[src/rtl/mcac_pkg.sv]
// Tables and types shared by the ADPCM encoder (mcac) and decoder (dec_adpcm).
package mcac_pkg;

  localparam int unsigned STEP_IDX_MAX = 88;

  localparam logic [14:0] STEP_TAB [0:88] = '{
    15'd7,     15'd8,     15'd9,     15'd10,    15'd11,    15'd12,    15'd13,    15'd14,
    15'd16,    15'd17,    15'd19,    15'd21,    15'd23,    15'd25,    15'd28,    15'd31,
    15'd34,    15'd37,    15'd41,    15'd45,    15'd50,    15'd55,    15'd60,    15'd66,
    15'd73,    15'd80,    15'd88,    15'd97,    15'd107,   15'd118,   15'd130,   15'd143,
    15'd157,   15'd173,   15'd190,   15'd209,   15'd230,   15'd253,   15'd279,   15'd307,
    15'd337,   15'd371,   15'd408,   15'd449,   15'd494,   15'd544,   15'd598,   15'd658,
    15'd724,   15'd796,   15'd876,   15'd963,   15'd1060,  15'd1166,  15'd1282,  15'd1411,
    15'd1552,  15'd1707,  15'd1878,  15'd2066,  15'd2272,  15'd2499,  15'd2749,  15'd3024,
    15'd3327,  15'd3660,  15'd4026,  15'd4428,  15'd4871,  15'd5358,  15'd5894,  15'd6484,
    15'd7132,  15'd7845,  15'd8630,  15'd9493,  15'd10442, 15'd11487, 15'd12635, 15'd13899,
    15'd15289, 15'd16818, 15'd18500, 15'd20350, 15'd22385, 15'd24623, 15'd27086, 15'd29794,
    15'd32767
  };

  // Index adjustment by code magnitude; 5-bit signed so +8 fits.
  localparam logic signed [4:0] IDX_ADJ [0:7] = '{
    -5'sd1, -5'sd1, -5'sd1, -5'sd1, 5'sd2, 5'sd4, 5'sd6, 5'sd8
  };

  localparam logic signed [15:0] PCM_MIN = 16'sh8000;
  localparam logic signed [15:0] PCM_MAX = 16'sh7FFF;

  typedef enum logic [1:0] {IDLE, CALC, UPD, HOLD} dec_state_e;

endpackage

[src/rtl/dec_step_rom.sv]
// Combinational step-size lookup; out-of-range indices return the largest step.
module dec_step_rom
  import mcac_pkg::*;
(
  input  logic [6:0]  idx,
  output logic [14:0] step
);

  always_comb begin
    step = 15'h7FFF;
    if (idx <= 7'(STEP_IDX_MAX)) step = STEP_TAB[idx];
  end

endmodule

[src/rtl/dec_adpcm.sv]
// IMA-style 4-bit ADPCM decoder: one code per handshake -> one saturated PCM sample.
// Optional clip counter on o_clip_cnt when DEC_ADPCM_CLIP_CNT_EN is defined.
module dec_adpcm
  import mcac_pkg::*;
#(
  parameter int unsigned IDX_MAX = STEP_IDX_MAX,
  parameter int unsigned PCM_W   = 16
) (
  input  logic             clk,
  input  logic             reset,
  input  logic             i_valid,
  output logic             i_ready,
  input  logic [3:0]       i_code,
  input  logic             i_sync,
  output logic             o_valid,
  input  logic             o_ready,
  output logic [PCM_W-1:0] o_pcm,
`ifdef DEC_ADPCM_CLIP_CNT_EN
  output logic [15:0]      o_clip_cnt,
`endif
  input  logic             scan_in0,
  input  logic             scan_en,
  output logic             scan_out0
);

  // Two guard bits: pred +/- a 17-bit diff never overflows before clamping.
  localparam int unsigned SW = PCM_W + 2;
  localparam logic signed [SW-1:0] PMax = {3'b000, {(PCM_W-1){1'b1}}};
  localparam logic signed [SW-1:0] PMin = {3'b111, {(PCM_W-1){1'b0}}};
  localparam logic signed [8:0]    IdxMaxS = 9'(IDX_MAX);

  dec_state_e state_q, state_d;

  logic [3:0]              code_q;
  logic                    sync_q;
  logic [16:0]             diff_q, diff_d;
  logic signed [PCM_W-1:0] pred_q;
  logic [6:0]              idx_q, idx_next, rom_idx;
  logic [PCM_W-1:0]        pcm_q;
  logic                    valid_q;
  logic [14:0]             step;

  logic signed [SW-1:0]    pred_base, diff_ext, p_sum;
  logic [PCM_W-1:0]        p_sat;
  logic signed [8:0]       idx_sum;

  logic unused_scan;
  assign unused_scan = ^{scan_in0, scan_en};
  assign scan_out0   = 1'b0;

  assign rom_idx = sync_q ? 7'd0 : idx_q;

  dec_step_rom u_step_rom (
    .idx  (rom_idx),
    .step (step)
  );

  assign diff_d = 17'(step >> 3)
                + (code_q[2] ? 17'(step)      : 17'd0)
                + (code_q[1] ? 17'(step >> 1) : 17'd0)
                + (code_q[0] ? 17'(step >> 2) : 17'd0);

  assign pred_base = sync_q ? '0 : SW'(pred_q);
  assign diff_ext  = SW'($signed({1'b0, diff_q}));
  assign p_sum     = code_q[3] ? (pred_base - diff_ext) : (pred_base + diff_ext);

  always_comb begin
    p_sat = p_sum[PCM_W-1:0];
    if (p_sum > PMax)      p_sat = PMax[PCM_W-1:0];
    else if (p_sum < PMin) p_sat = PMin[PCM_W-1:0];
  end

  assign idx_sum = $signed({2'b00, rom_idx}) + 9'(IDX_ADJ[code_q[2:0]]);

  always_comb begin
    idx_next = idx_sum[6:0];
    if (idx_sum < 9'sd0)        idx_next = 7'd0;
    else if (idx_sum > IdxMaxS) idx_next = 7'(IDX_MAX);
  end

  always_comb begin
    state_d = state_q;
    unique case (state_q)
      IDLE:    if (i_valid) state_d = CALC;
      CALC:    state_d = UPD;
      UPD:     state_d = HOLD;
      HOLD:    if (o_ready) state_d = IDLE;
      default: state_d = IDLE;
    endcase
  end

  always_ff @(posedge clk) begin
    if (reset) state_q <= IDLE;
    else       state_q <= state_d;
  end

  always_ff @(posedge clk) begin
    if (reset) begin
      code_q  <= '0;
      sync_q  <= 1'b0;
      diff_q  <= '0;
      pred_q  <= '0;
      idx_q   <= '0;
      pcm_q   <= '0;
      valid_q <= 1'b0;
    end else begin
      unique case (state_q)
        IDLE: if (i_valid) begin
          code_q <= i_code;
          sync_q <= i_sync;
        end
        CALC: diff_q <= diff_d;
        UPD: begin
          pred_q  <= $signed(p_sat);
          pcm_q   <= p_sat;
          idx_q   <= idx_next;
          valid_q <= 1'b1;
        end
        HOLD: if (o_ready) valid_q <= 1'b0;
        default: ;
      endcase
    end
  end

  assign i_ready = (state_q == IDLE);
  assign o_valid = valid_q;
  assign o_pcm   = pcm_q;

`ifdef DEC_ADPCM_CLIP_CNT_EN
  logic [15:0] clip_cnt_q;
  logic        clip;

  assign clip = (p_sum > PMax) || (p_sum < PMin);

  always_ff @(posedge clk) begin
    if (reset) begin
      clip_cnt_q <= '0;
    end else if (state_q == UPD && clip && clip_cnt_q != 16'hFFFF) begin
      clip_cnt_q <= clip_cnt_q + 16'd1;
    end
  end

  assign o_clip_cnt = clip_cnt_q;
`endif

endmodule

[config.mk]
export PLATFORM = sky130hd
export DESIGN_NAME = dec_adpcm
export DESIGN_NICKNAME = d
export VERILOG_FILES = /design/src/rtl/mcac_pkg.sv /design/src/rtl/dec_step_rom.sv /design/src/rtl/dec_adpcm.sv
export SDC_FILE = /design/constraint.sdc
export NUM_CORES = 1
export LEC_CHECK = 0
export BUFFER_PORTS_ARGS = -buffer_cell sky130_fd_sc_hd__buf_2
export CAP_MARGIN = 25
export CORE_MARGIN = 3
export CORE_UTILIZATION = 40
export DETAILED_ROUTE_END_ITERATION = 12
export GPL_ROUTABILITY_DRIVEN = 0
export HOLD_SLACK_MARGIN = 0.03
export SKIP_LAST_GASP = 1
export SYNTH_ARGS = -nofsm -noshare
export SYNTH_HDL_FRONTEND = slang
export SYNTH_SLANG_ARGS = --single-unit
[constraint.sdc]
create_clock -name clk -period 5.15 [get_ports clk]
set_input_delay 0.7725 -clock clk [delete_from_list [all_inputs] [get_ports clk]]
set_output_delay 0.7725 -clock clk [all_outputs]
set_load 0.02 [all_outputs]
Word level (Yosys, flattened, before mapping)
Memories as Yosys holds them, arrays and structs flattened. Index checks and enable logic that the tools add are counted.

Add/subtract/negate cells: 6. Muxes and demuxes: 20. Reductions and logical operators: 5. Eq/ne operators: 5. Bitwise gates (word level): 2. $lt $le $gt $ge: 7.

Operators by type and width (number): 15-bit two-way mux (4); 18-bit two-way mux (2); 16-bit two-way mux (2); 7-bit two-way mux (3); 18-bit adder (1); 18-bit by 16-bit > comparator with 1-bit output, second input constant (1); 18-bit by 16-bit less-than comparator with 1-bit output, second input constant (1); 18-bit subtractor (1); 16-bit by 14-bit adder with 17-bit output (1); 17-bit by 13-bit adder with 17-bit output (1); 12-bit by 15-bit adder with 16-bit output (1); 14-bit two-way mux (1); 13-bit two-way mux (1); 5-bit two-way mux (2); 8-bit by 5-bit adder with 9-bit output (1); 9-bit by 8-bit > comparator with 1-bit output, second input constant (1); 9-bit by 1-bit less-than comparator with 1-bit output, second input constant (1); 8-bit greater-or-equal comparator, second input constant (1); 7-bit inverter with 8-bit output (1); 2-bit one-hot mux with 4 select lines (1); 7-bit less-or-equal comparator, second input constant (1); 2-bit AND reduction (3); 2-bit == test, second input constant (2); 4-bit greater-or-equal comparator, second input constant (1); other kinds (8) (10).

Memories kept: 2. Input port bits: 11. Bits in read-only memories: 1960. Output and inout port bits: 19. Register bits: 48.

Memory list: (no name shown) (words 128, width 15, rd ports 1, clocked after memory_dff 0, wr ports 0, RTL line dec_step_rom.sv:11) `if (idx <= 7'(STEP_IDX_MAX)) step = STEP_TAB[idx];`; (no name shown) (words 8, width 5, rd ports 1, clocked after memory_dff 0, wr ports 0, RTL line dec_adpcm.sv:73) `assign idx_sum = $signed({2'b00, rom_idx}) + 9'(IDX_ADJ[code_q[2:0]]);`.

Longest topological paths before layout
Gate-level depths: netlist (run 1).

Depth after elaboration: 10. Depth in mapped cells: 27. Mapped depth without buffers: 25.

Cells and area by module
A second synthesis (run 1) with hierarchy kept.

Cell total of the unflattened synthesis: 873. Area, all modules: 6782.8 sq um.

By module, submodules not included: dec_adpcm (cells each 612, times used 1, area an instance 5146.2 sq um); dec_step_rom (cells each 261, times used 1, area an instance 1636.6 sq um).

Worst setup path before layout (run 1)
No wires, ideal clock.

Path kind: flip-flop to flip-flop. From: register idx_q[1]. To: register diff_q[15]. Path slack: -0.451 ns. Path buffers: 0. Required time: 5.016 ns. Stages on the path, launching flop included: 26. Arrival: 5.468 ns. Period minus slack after synthesis: 5.601 ns. Cell sequence: dfxtp_1 nor2b_1 inv_1 ha_1 inv_1 nor2_1 o311ai_0 o211ai_1 o21ai_0 nor2_1 a311oi_1 inv_1 fa_1 inv_1 fa_1 ha_1 inv_1 fa_1 nor2b_1 o31ai_1 a21oi_1 a41o_1 o41a_1 a31oi_1 xor2_1 o22ai_1.

Word-level cells in the longest chain between the ends: 10.

Ends and longest elaborated chain: start: declaration (RTL line dec_adpcm.sv:38) `logic [6:0] idx_q, idx_next, rom_idx;`; start signal: assignment (RTL line dec_adpcm.sv:116) `idx_q <= idx_next;`; 7-bit two-way mux * (RTL line dec_adpcm.sv:51) `assign rom_idx = sync_q ? 7'd0 : idx_q;`; 7-bit inverter with 8-bit output (not written as such) (RTL line dec_step_rom.sv:11); memory read 128 x 15 bit; 15-bit two-way mux (not written as such) (2 in series) (RTL line dec_step_rom.sv:11); 15-bit two-way mux * (RTL line dec_step_rom.sv:11); 15-bit two-way mux (RTL line dec_adpcm.sv:59) `+ (code_q[2] ? 17'(step) : 17'd0)`; 12-bit by 15-bit adder with 16-bit output (RTL line dec_adpcm.sv:59); 16-bit by 14-bit adder with 17-bit output (RTL line dec_adpcm.sv:60) `+ (code_q[1] ? 17'(step >> 1) : 17'd0)`; 17-bit by 13-bit adder with 17-bit output * (RTL line dec_adpcm.sv:61) `+ (code_q[0] ? 17'(step >> 2) : 17'd0);`; end signal: assignment (RTL line dec_adpcm.sv:112) `CALC: diff_q <= diff_d;`; end: declaration (RTL line dec_adpcm.sv:36) `logic [16:0] diff_q, diff_d;`.

Every way passes the cells marked *; elsewhere a longest branch is shown, timed or not. The select of a mux whose other input is x is not followed. A chain may end at the register's enable or synchronous reset.

Final worst setup path (run 1)
From: register sync_q. To: register diff_q[15].

Word-level cells in the longest chain between the ends: 10.

Ends and longest elaborated chain: start: declaration (RTL line dec_adpcm.sv:35) `logic sync_q;`; start signal: assignment (RTL line dec_adpcm.sv:110) `sync_q <= i_sync;`; 7-bit two-way mux * (RTL line dec_adpcm.sv:51); 7-bit inverter with 8-bit output (not written as such) (RTL line dec_step_rom.sv:11); memory read 128 x 15 bit; 15-bit two-way mux (not written as such) (2 in series) (RTL line dec_step_rom.sv:11); 15-bit two-way mux * (RTL line dec_step_rom.sv:11); 15-bit two-way mux (RTL line dec_adpcm.sv:59); 12-bit by 15-bit adder with 16-bit output (RTL line dec_adpcm.sv:59); 16-bit by 14-bit adder with 17-bit output (RTL line dec_adpcm.sv:60); 17-bit by 13-bit adder with 17-bit output * (RTL line dec_adpcm.sv:61).

Marked as above.

==> flow_summary.toml, run 1 <==
[sta]
final_hold_viol_count = 0
fmax_mhz = 192
skew_ns = 0.00740
finalMaxSlewViolations = 0
period_share = 1.01
setup-tns-final_ns = -0.102
setup_viol = 2
max_slew_margin = 0.518
tightest_slew_ns = 0.721
fin_crit_ns = 5.21
rsz0062_at_grt = "true"
final.setup.worst_slack_ns = -0.0551

[grt]
grt_max_degree = 37
grt_pass1_vias = 6465
antenna_found_initial = 0
grt_overflow = 0
grt.total_usage = 0.212
grt_pass1_wl_microns = 32200

[critical_path]
crit_type = "reg -> reg"
critPathCaptureType = "flip-flop"
cp.required_ns = 5.30
cp_max_fo = 8
cp-start-kind = "flip-flop"
arrival_ns = 5.35
rrSetupSlack_ns = -0.06

[logic_synthesis]
seq_area_frac_synth = 0.143
yosys_warnings = 0
async_reset_ff_frac = 0
ys_types = 71
synthCells = 940
synth-seq-cells = 48
syn_nets = 1038
synth_edf_count = 0
synth_flop_cell = "dfxtp_1"
avgSynthCellArea_sq_um = 7.16
syn_area_sq_mm = 0.00673

[finish]
final_cell_mix = "113 x buf_4, 89 x nor2_1, 86 x nand2_1, 79 x a21oi_1, 73 x inv_1"
layout_commonest_cell = "buf_4"
nNetsFinal = 1137
antenna_cells = 0
drive_gt1_frac = 0.229
syn_to_final_growth_pct = 25.6

[detailed_routing]
route.detailed.drc = 0
via_per_inst = 5.57
wl_per_cell_microns = 15.7
routed_wl_microns = 19700
vias = 7000
dr.pass1.iters = 5
drt_iter0_drc = 640
ant_nets = 0

[min_path]
hold_path.class = "reg -> reg"

[clock_tree]
postCtsHoldBufs = 0
cts.path.max_buffers = 2
path_clk_slew_ns = 0.07
cts.sinks = 48
numCtsBuffers = 5
cts_max_level = 2
cts_root_buf = "clkbuf_16"
tritoncts = "built"
clock_latency_ns = 0.29

[floorplan]
io_pins = 30
chipHeight_microns = 136
floorplan.core_area_sq_mm = 0.0162
rows = 46
die_w_microns = 136
start_util = 0.416
design.die.area_sq_mm = 0.0184

[placed_design]
pre_cts_ws_ns = -0.263
place.port_buffers = 26
dpl.hpwl_microns = 15200

[pwr]
leakage_nw = 3.74
power_density_mw_per_mm2 = 455
vdd_drop_max_uv = 353

[job]
cap_violations = 0

[outcome]
run_status = "finished with violations"
violations = "setup timing"
## repair_timing
action,CTS,global route
resized for setup,55,39
setup buffers,5,8
pin swaps,19,27
endpoints found under the setup margin,6,8
## per-layer routing
metal	up-vias	track usage	wire length, microns
met4	0	0.0610	509
met3	40	0.0182	1230
met2	265	0.337	8720
met5	-	0	0
met1	3202	0.306	9250
li1	3493	-	-
## power breakdown
part           internal [W]  leakage, nW  switching (W)  total, W
Combinational       0.00123         3.27        0.00168   0.00291
Sequential         0.000456        0.391      0.0000950  0.000551
Clock              0.000231       0.0840       0.000150  0.000381
Total               0.00192         3.74        0.00192   0.00384
## logic make-up after synthesis
kind of cell,synth area share
AO/OA/AOI/OAI,0.271
XOR/XNOR,0.0584
adder cells (fa/ha/maj),0.192
buffers and inverters,0.0811
flip-flops,0.143
multiplexers,0.0359
other,0.000557
AND/OR/NAND/NOR,0.218
## cells in the mapped netlist (11+ instances only)
cell / instances / share of area
a21oi_1: 89 / 0.066
inv_1: 82 / 0.046
fa_1: 27 / 0.080
a211oi_1: 16 / 0.018
nand2_1: 89 / 0.050
nand2b_1: 18 / 0.017
clkbuf_1: 49 / 0.027
xnor2_1: 33 / 0.043
and2_1: 18 / 0.017
o21a_1: 11 / 0.012
nor2_1: 95 / 0.053
nor3_1: 26 / 0.019
nor2b_1: 30 / 0.028
mux2i_1: 23 / 0.034
ha_1: 60 / 0.11
a31oi_1: 18 / 0.017
o21ai_0: 45 / 0.033
o211ai_1: 15 / 0.017
nand3_1: 17 / 0.013
dfxtp_1: 48 / 0.14
## area by class of cell
class                           count  area [sq um]
Clock inverter                      3          47.5
Inverter                           83           314
Tap cell                          216           270
Multi-Input combinational cell    750          5570
Clock buffer                        5           125
Fill cell                        1573          7730
Timing Repair Buffer              151          1160
Sequential cell                    48           967
## sequential cells by signal, summed over array words and instances (netlist names)
| register | flops |
|---|---|
| diff_q | 17 |
| o_pcm | 16 |
| idx_q | 7 |
| code_q | 4 |
| state_q | 2 |
| o_valid | 1 |
| sync_q | 1 |
## worst max-delay path: stages (launching register included)
cell	delay (ns)
dfxtp_4	0.37
nor2b_4	0.23
buf_6	0.14
buf_6	0.08
ha_2	0.17
buf_6	0.15
inv_2	0.04
a2bb2oi_1	0.13
o221ai_1	0.17
a31oi_1	0.16
a21oi_2	0.22
buf_4	0.14
nand2_1	0.07
fa_1	0.55
inv_2	0.04
fa_1	0.47
ha_2	0.19
inv_2	0.06
fa_2	0.24
nor2b_4	0.06
o31ai_4	0.21
a21oi_2	0.10
a41o_1	0.23
o41a_1	0.38
a31oi_1	0.21
xor2_1	0.16
o22ai_1	0.08
## final timing paths
| path | from | to | cells past startpoint |
|---|---|---|---|
| worst max register to register | sync_q | diff_q[15] | 26 |
| worst max-delay path | sync_q | diff_q[15] | 26 |
| worst min-delay path | o_pcm[11] | o_pcm[11] | 2 |
| worst min register to register | o_pcm[11] | o_pcm[11] | 2 |
## per-stage QoR
stage          total power [W]   util  cell area [sq um]  hold WS [ns]  instances
2_1_floorplan          0.00281      -               6760         0.483        940
3_3_place_gp           0.00336  0.481               7770         0.446       1233
3_5_place_dp           0.00338  0.481               7780         0.453       1234
4_1_cts                0.00380  0.506               8190         0.464       1247
5_1_grt                0.00421  0.522               8450         0.492       1256
6_report               0.00384  0.522               8450         0.462       1256
No activity file was read; power rests on OpenSTA's default activity.
==> run 2: changes to the inputs <==
Settings changed: SLEW_MARGIN set to 20, SYNTH_HIERARCHICAL set to 1.
==> run 2 against run 1 <==
Against the previous run: the flow now finishes without violations; synthesized cell count down 7.1%; routed wire length down 4.2%; clock power is 13% lower; area after synthesis up 0.82%; sequential power increased by 3%; worst setup slack gained 0.14 ns; register-to-register slack improved by 0.14 ns; sequential share of layout area hardly changed; combinational power increased by 35%; die area grew 0.78%; maximum frequency rose by 2.8%; largest power group unchanged.
==> flow_summary.toml, run 2 <==
[outcome]
run_status = "complete, no violations"

[pwr]
pwr-share-seq = 0.118
swShare = 0.521
p_comb_frac = 0.813
internal-power_w = 0.00231
power_density_mw_per_mm2 = 575
p_sw_w = 0.00252
clkPwrFrac = 0.069
power_w = 0.00482
vdd_drop_max_uv = 566
leakage_nw = 3.61

[critical_path]
critPathCaptureType = "flip-flop"
reg2regPathDepth = 20
crit_type = "reg -> reg"
cp_max_fo = 6
cp-start-kind = "flip-flop"
r2r-start = "sync_q"
rrSetupSlack_ns = 0.09
arrival_ns = 5.24
crit_path_end = "diff_q[15]"
crit_start = "sync_q"
r2r-end = "diff_q[15]"
cp.required_ns = 5.33

[logic_synthesis]
synth_edf_count = 0
synth_most_common_cell = "nor2_1"
synth_top_area_cell = "dfxtp_1"
async_reset_ff_frac = 0
synth_flop_cell = "dfxtp_1"
synth_top_area_frac = 0.142
synth_area_leaders = "dfxtp_1 14%, ha_1 11%, fa_1 8.0%"
syn_nets = 973
yosys_warnings = 6
seq_area_frac_synth = 0.142
synthCells = 873
synth-seq-cells = 48
ys_types = 90
synth_common_cells = "72 x nor2_1, 68 x nand2_1, 65 x a21oi_1, 62 x ha_1, 49 x and2_1"
avgSynthCellArea_sq_um = 7.77
syn_area_sq_mm = 0.00678

[sta]
skew_ns = 0.00709
setup-tns-final_ns = 0
max_slew_margin = 0.449
final_hold_viol_count = 0
period_share = 0.983
finalMaxSlewViolations = 0
fin_crit_ns = 5.06
setup_viol = 0
fmax_mhz = 198
tightest_slew_ns = 0.822
whs_ns = 0.475

[clock_tree]
cts_max_level = 2
path_clk_slew_ns = 0.07
tritoncts = "built"
cts.path.max_buffers = 2
cts_root_buf = "clkbuf_16"
cts.sinks = 48
postCtsHoldBufs = 0
numCtsBuffers = 5
clock_latency_ns = 0.29

[finish]
max_flop_register = "diff_q"
layout_commonest_cell = "buf_4"
fin_area_sq_mm = 0.00840
drive_gt1_frac = 0.247
syn_to_final_growth_pct = 23.8
antenna_cells = 0
nNetsFinal = 1064
final_cell_mix = "92 x buf_4, 68 x nor2_1, 65 x nand2_1, 61 x a21oi_1, 50 x ha_1"
fin_cells = 1181
largest_reg_flops = 17

[floorplan]
rows = 46
chipHeight_microns = 136
start_util = 0.418
die_w_microns = 136
floorplan.core_area_sq_mm = 0.0162
io_pins = 30
design.die.area_sq_mm = 0.0186

[detailed_routing]
routed_wl_microns = 18900
route.detailed.drc = 0
drt_iter0_drc = 522
ant_nets = 0
dr.pass1.iters = 5
wl_per_cell_microns = 16.0
vias = 6608
via_per_inst = 5.60

[placed_design]
place.port_buffers = 26
placed_cells = 1155
place_area_sq_mm = 0.00777
dpl.hpwl_microns = 14400

[min_path]
hold_path.class = "reg -> reg"

[grt]
grt_pass1_wl_microns = 30400
busiest_layer = "met2"
grt_overflow = 0
grtUsageMet2 = 0.322
grt_pass1_vias = 6047
grt_max_degree = 32
grt.total_usage = 0.199
grtUsageMet3 = 0.0207
grt.met1_usage = 0.285
antenna_found_initial = 0

[job]
cap_violations = 0
==> run 2: worst max-delay path: stages (launching register included) <==
cell      delay [ns]
dfxtp_2         0.34
buf_6           0.13
nor2b_4         0.16
buf_12          0.14
clkbuf_4        0.18
buf_4           0.15
nand2_1         0.09
a21o_1          0.18
a31o_1          0.23
a31oi_2         0.22
a41oi_4         0.09
and2_1          0.21
fa_1            0.48
fa_1            0.49
ha_2            0.21
or4_4           0.53
o22a_1          0.27
a31oi_4         0.22
o21ai_2         0.09
nor4bb_1        0.14
or3_1           0.36
==> run 2: layout make-up <==
type                            instances  area, sq um
Fill cell                            1587         7840
Clock buffer                            6          129
Sequential cell                        48          962
Tap cell                              216          270
Clock inverter                          2         16.3
Inverter                               41          161
Multi-Input combinational cell        727         5680
Timing Repair Buffer                  141         1180
==> run 2: logic make-up after synthesis <==
kind of cell               share of synthesized area
AOI/OAI and AO/OA                              0.268
adders and majority gates                      0.194
buffers and inverters                         0.0649
other                                       0.000553
and+or+nand+nor                                0.241
DFF                                            0.142
muxes                                         0.0408
xor gates and xnor gates                      0.0491
==> run 2: timing repair <==
item,4_1_cts,5_1_grt
pin swaps,6,35
resized for setup,15,64
cloned,0,2
setup endpoints to repair,3,8
setup buffers,1,14
endpoints found under the hold margin,0,0
==> run 2: how the worst min path moves through the flow <==
| stage | startpoint | endpoint | slack, ns | cells after the start |
|---|---|---|---|---|
| after floorplan | idx_q[2] | idx_q[2] | 0.42 | 2 |
| after global placement | idx_q[1] | idx_q[1] | 0.46 | 2 |
| after detailed placement | idx_q[5] | idx_q[5] | 0.45 | 1 |
| after CTS | idx_q[5] | idx_q[5] | 0.47 | 1 |
| after global routing | idx_q[5] | idx_q[5] | 0.49 | 1 |
| final | idx_q[5] | idx_q[5] | 0.47 | 1 |
==> run 2: power groups by stage <==
stage	clock network [W]	registers (W)	logic (W)
after global routing	0.000354	0.000590	0.00437
final	0.000331	0.000570	0.00392
after CTS	0.000339	0.000571	0.00385
after detailed placement	0	0.000578	0.00381
after floorplan	0	0.000612	0.00313
after global placement	0	0.000576	0.00378
==> run 2: per-layer routing <==
metal  part of all wire  wire [microns]  up-vias
met5                  0               0        -
met4              0.026             484        0
met3              0.042             800       44
met2               0.47            8880      184
met1               0.46            8710     3066
li1                   -               -     3314
==> run 2: through the flow <==
stage	util	setup WS, ns
floorplan	-	0.00267
global placement	0.479	-0.138
detailed placement	0.479	-0.163
CTS	0.491	0.0160
global route	0.517	-0.0395
finish	0.517	0.0884
